===== src/rtl/alu_issue_stage.sv =====
// Operand-issue register ahead of the ALU: forwarding, immediate extension, funct legality (forwarding under ALU_ISSUE_FWD_EN).
// Latency 1 cycle; one instruction per cycle when out_ready is held high.
// Backpressure: while FULL and out_ready is low, in_ready drops and all outputs hold.
module alu_issue_stage #(
    parameter int DATA_W = 32
) (
    input  logic              clk,
    input  logic              rst_n,
    input  logic              in_valid,
    output logic              in_ready,
    input  logic [5:0]        in_funct,
    input  logic [4:0]        in_rs_addr,
    input  logic [4:0]        in_rt_addr,
    input  logic [DATA_W-1:0] in_rs_data,
    input  logic [DATA_W-1:0] in_rt_data,
    input  logic [15:0]       in_imm,
    input  logic              in_use_imm,
    input  logic              in_imm_zext,
    input  logic [4:0]        in_rd_addr,
    input  logic              fwd_ex_valid,
    input  logic [4:0]        fwd_ex_addr,
    input  logic [DATA_W-1:0] fwd_ex_data,
    input  logic              fwd_mem_valid,
    input  logic [4:0]        fwd_mem_addr,
    input  logic [DATA_W-1:0] fwd_mem_data,
    input  logic              flush,
    output logic              out_valid,
    input  logic              out_ready,
    output logic [5:0]        alu_ctl,
    output logic [DATA_W-1:0] alu_a,
    output logic [DATA_W-1:0] alu_b,
    output logic [4:0]        out_rd_addr,
    output logic              illegal_op
);

    localparam logic [5:0] F_ADD = 6'd32;
    localparam logic [5:0] F_SUB = 6'd34;
    localparam logic [5:0] F_AND = 6'd36;
    localparam logic [5:0] F_OR  = 6'd37;
    localparam logic [5:0] F_SLT = 6'd42;

    typedef enum logic {EMPTY = 1'b0, FULL = 1'b1} state_t;
    state_t state;

    logic              xfer;
    logic              legal;
    logic [5:0]        ctl_nxt;
    logic [DATA_W-1:0] rs_val;
    logic [DATA_W-1:0] rt_val;
    logic [DATA_W-1:0] imm_ext;
    logic [DATA_W-1:0] b_nxt;

    assign out_valid = (state == FULL);
    assign in_ready  = !out_valid || out_ready;
    assign xfer      = in_valid && in_ready;

`ifdef ALU_ISSUE_FWD_EN
    // Register 0 is hardwired, so it never takes a forwarded value.
    function automatic logic [DATA_W-1:0] resolve(
        input logic [4:0]        addr,
        input logic [DATA_W-1:0] regd,
        input logic              ex_v,
        input logic [4:0]        ex_a,
        input logic [DATA_W-1:0] ex_d,
        input logic              mem_v,
        input logic [4:0]        mem_a,
        input logic [DATA_W-1:0] mem_d
    );
        logic [DATA_W-1:0] r;
        r = regd;
        if (addr != 5'd0) begin
            if (ex_v && ex_a == addr)
                r = ex_d;
            else if (mem_v && mem_a == addr)
                r = mem_d;
        end
        return r;
    endfunction

    always_comb begin
        rs_val = resolve(in_rs_addr, in_rs_data, fwd_ex_valid, fwd_ex_addr, fwd_ex_data,
                         fwd_mem_valid, fwd_mem_addr, fwd_mem_data);
        rt_val = resolve(in_rt_addr, in_rt_data, fwd_ex_valid, fwd_ex_addr, fwd_ex_data,
                         fwd_mem_valid, fwd_mem_addr, fwd_mem_data);
    end
`else
    logic unused_fwd;
    assign unused_fwd = ^{in_rs_addr, in_rt_addr, fwd_ex_valid, fwd_ex_addr, fwd_ex_data,
                          fwd_mem_valid, fwd_mem_addr, fwd_mem_data};

    always_comb begin
        rs_val = in_rs_data;
        rt_val = in_rt_data;
    end
`endif

    always_comb begin
        imm_ext = {{(DATA_W-16){in_imm[15] & ~in_imm_zext}}, in_imm};
        b_nxt   = in_use_imm ? imm_ext : rt_val;
        legal   = (in_funct == F_ADD) || (in_funct == F_SUB) || (in_funct == F_AND) ||
                  (in_funct == F_OR)  || (in_funct == F_SLT);
        ctl_nxt = legal ? in_funct : F_ADD;
    end

    // Flush outranks transfer: a killed instruction neither loads nor flags illegal_op.
    always_ff @(posedge clk or negedge rst_n) begin
        if (!rst_n) begin
            state       <= EMPTY;
            alu_ctl     <= '0;
            alu_a       <= '0;
            alu_b       <= '0;
            out_rd_addr <= '0;
            illegal_op  <= 1'b0;
        end else if (flush) begin
            state <= EMPTY;
        end else if (xfer) begin
            state       <= FULL;
            alu_ctl     <= ctl_nxt;
            alu_a       <= rs_val;
            alu_b       <= b_nxt;
            out_rd_addr <= in_rd_addr;
            if (!legal)
                illegal_op <= 1'b1;
        end else if (out_ready) begin
            state <= EMPTY;
        end
    end

endmodule


===== config.mk =====
export PLATFORM = sky130hd
export DESIGN_NAME = alu_issue_stage
export DESIGN_NICKNAME = d
export VERILOG_FILES = /design/src/rtl/alu_issue_stage.sv
export SDC_FILE = /design/constraint.sdc
export NUM_CORES = 1
export LEC_CHECK = 0
export BUFFER_PORTS_ARGS = -buffer_cell sky130_fd_sc_hd__buf_2
export CORE_AREA = 2 2 101 103
export CTS_CLUSTER_DIAMETER = 60
export CTS_CLUSTER_SIZE = 14
export DETAILED_ROUTE_END_ITERATION = 8
export DIE_AREA = 0 0 103 105
export GPL_TIMING_DRIVEN = 0
export PLACE_DENSITY = 0.81
export SLEW_MARGIN = 10
export SYNTH_ARGS = -nofsm -noshare
export SYNTH_HDL_FRONTEND = slang
export SYNTH_SLANG_ARGS = --single-unit

===== constraint.sdc =====
create_clock -name clk -period 1.5 [get_ports clk]
set_input_delay 0.075 -clock clk [delete_from_list [all_inputs] [get_ports clk]]
set_output_delay 0.075 -clock clk [all_outputs]
set_load 0.01 [all_outputs]

==> impl_metrics.yaml <==
sta:
  finalSetupViolCount: 0
  worst_slack_ns: 0.0217
  hold_viol_final: 0
  slew_viol_final: 0
  worstMarginPinSlew_ns: 0.491
  rsz0062_at_grt: "yes"
  setup-tns-final_ns: 0
  timing.slew.headroom_pct: 67.2
  fin_skew_ns: 0.00894
  fin_crit_ns: 1.48
  fmax_ghz: 0.676
  fin_crit_sh_pct: 98.6
clocking:
  htreeDepth: 3
  cts_setup_buffers: 0
  clk_pin_slew_ns: 0.08
  tritoncts: "done"
  clock-root-buffer: "clkbuf_8"
  numCtsBuffers: 9
  cts_sinks: 77
  clk_latency_ns: 0.34
  cts_max_path_buffers: 2
synthesis:
  synth_top_area_cell: "dfrtp_1"
  muxShareOfSynthArea_pct: 21.2
  synthAdderAreaFrac_pct: 0
  yosys_warnings: 0
  synth_edf_count: 0
  synth_common_cells: "77 x dfrtp_1, 49 x a21oi_1, 35 x mux2_4"
  synthMostInstantiatedCell: "dfrtp_1"
  syn_area_per_cell_sq_um: 13.5
  async_flop_share_pct: 100
  yosysSeqAreaShare_pct: 56.7
  synth_seq_cells: 77
  ys_types: 21
  synth-xor-area-share_pct: 0
  synth.area.top_cells: "dfrtp_1 57%, mux2_4 15%, a21oi_1 7.2%"
  syn-num-nets: 436
  syn-instance-count: 252
  ys.flop_type: "dfrtp_1"
  yosys.area.top_type_share_pct: 56.7
  synth_area_sq_mm: 0.00340
  synth_compound_area_share_pct: 11.4
  synthSimpleGateAreaFrac_pct: 6.11
  synth_top_family_by_area: "multiplexers"
run_status:
  status: "complete, no violations"
floorplanning:
  rows: 36
  core_area_sq_mm: 0.00964
  ios: 262
  initial_core_util_pct: 35.3
  die-area_sq_mm: 0.0108
  fp.dieH_um: 105
  die_w_um: 103
place:
  dpl.hpwl_mm: 6.48
  placedCellCount: 560
  port_buffers: 174
  placed_cell_area_sq_mm: 0.00446
  dp_slack_ns: 0.0872
  place.gp.congestion: 0.744
critical_path:
  cp.required_ns: 1.72
  crit_path_max_incr_delay_ns: 0.54
  path_cells: "dlygate4sd3_1 > buf_2 > nor2b_1 > and2_4 > buf_6 > buf_6 > mux2_4"
  cp_common_cell: "buf_6"
  critical_path.startpoint_type: "primary input"
  worst_setup_path_end_kind: "flop"
  worst-setup-path-type: "primary input to flop"
  critPathArrivalTime_ns: 1.70
  critPathMaxFanout: 10
  slowest_stage: "dlygate4sd3_1"
routing:
  routed_via_density: 4.71
  drtIter0Drc: 84
  drt-pass1-iter-count: 4
  ant_nets: 0
  routed_wl_mm: 9.91
  wl_per_cell_um: 15.7
  drc: 0
  vias: 2969
power:
  p_leak_uw: 0.00257
  power.share.switching_pct: 29.1
  p_int_uw: 3870
  p_switching_uw: 1590
  power.density_mw_per_mm2: 1050
  seq_power_share_pct: 47.1
  p_comb_share_pct: 26.4
  p_clk_share_pct: 26.5
  max-vdd-ir-drop_v: 0.000580
finish:
  fillCellCount: 836
  fin_cells: 631
  area_growth_pct: 53.3
  antenna_cells: 0
  drive_gt1_share_pct: 50.2
  final_util_pct: 54.0
  finalNetCount: 677
  final_cell_area_sq_mm: 0.00521
worst_hold_path:
  hold_path_class: "primary input to flop"
global_routing:
  grt_pass1_wl_mm: 15.4
  overflow: 0
  gr-usage-all-layers_pct: 18.0
  grt_pass1_vias: 3199
  grt_max_degree: 43
  antenna_found_initial: 0
job:
  cap_violations: 0
==> power groups by stage <==
stage          logic (uW)  registers, uW  clock network (uW)
3_3_place_gp         1290           2580                   0
2_1_floorplan         550           2750                   0
5_1_grt              1570           2610                1600
4_1_cts              1440           2560                1510
6_report             1440           2570                1450
3_5_place_dp         1320           2590                   0
==> registers in the layout, indices dropped and copies added, names as in the netlist <==
register	cells
alu_a	32
illegal_op	1
out_valid	1
alu_ctl	6
out_rd_addr	5
alu_b	32
==> path summary, 6_finish.rpt <==
kind	start	to	slack, ns	cells past startpoint
hold / removal	in_rt_data[9]	alu_b[9]	0.03	3
min in group asynchronous	rst_n	out_rd_addr[2]	0.26	2
hold reg to reg	alu_ctl[5]	alu_ctl[5]	0.47	1
setup reg to reg	out_valid	out_rd_addr[1]	0.09	5
max in group asynchronous	rst_n	alu_a[7]	0.66	3
setup / recovery	flush	out_rd_addr[1]	0.02	7
==> layout by cell type (no fill, tap or decap) <==
cell / count
nor4b_4: 1
buf_4: 1
clkbuf_4: 1
inv_1: 1
clkbuf_8: 11
buf_8: 2
buf_12: 1
buf_6: 6
clkinvlp_4: 4
nor2b_1: 2
a22o_1: 4
buf_2: 182
o21bai_1: 1
clkbuf_1: 2
nand2_1: 1
and3_1: 4
and2_4: 1
dfrtp_1: 77
a21oi_1: 49
nand2b_1: 17
clkinv_2: 1
dlygate4sd3_1: 56
nand2b_4: 1
mux2_4: 35
and2_1: 1
a31oi_1: 16
mux2_2: 3
nand3b_1: 1
mux2i_1: 16
==> cells by family (layout without fill, tap and decap cells) <==
| kind of cell | after synthesis | count (layout) |
|---|---|---|
| AO/OA/AOI/OAI | 70 | 70 |
| buffers and inverters | 22 | 268 |
| flip-flops | 77 | 77 |
| multiplexers | 54 | 54 |
| AND/OR/NAND/NOR | 29 | 29 |
==> area by class of cell <==
class	instances	area, sq um	area share, %
Buffer	20	158	3.03
Clock buffer	11	151	2.91
Clock inverter	5	35.0	0.672
Inverter	1	3.75	0.0720
Multi-Input combinational cell	153	1320	25.2
Sequential cell	77	1930	37.0
Tap cell	133	166	3.19
Timing Repair Buffer	231	1450	27.9
==> metal layers <==
layer  global-route usage [%]  share of wire, %
met5                        0                 0
met3                     4.35               7.7
met1                     21.5                42
met2                     30.3                48
met4                     7.61               2.3
==> stage by stage <==
stage          hold WS, ns  total power, uW
2_1_floorplan       -0.221             3300
3_3_place_gp         0.257             3860
3_5_place_dp        0.0712             3920
4_1_cts            0.00706             5510
5_1_grt             0.0253             5770
6_report            0.0252             5460
==> critical path, delay by kind of cell <==
family                 cells  cell delay (ns)
muxes                      1             0.32
buffers and inverters      4             0.98
and+or+nand+nor            2             0.31
==> repair_timing <==
action | CTS | global route
hold buffers | 56 | 0
hold endpoints to repair | 89 | 0
resized for setup | 0 | 3
endpoints found under the setup margin | 1 | 37
cloned | 0 | 0
(Power assumes the default switching activity.)
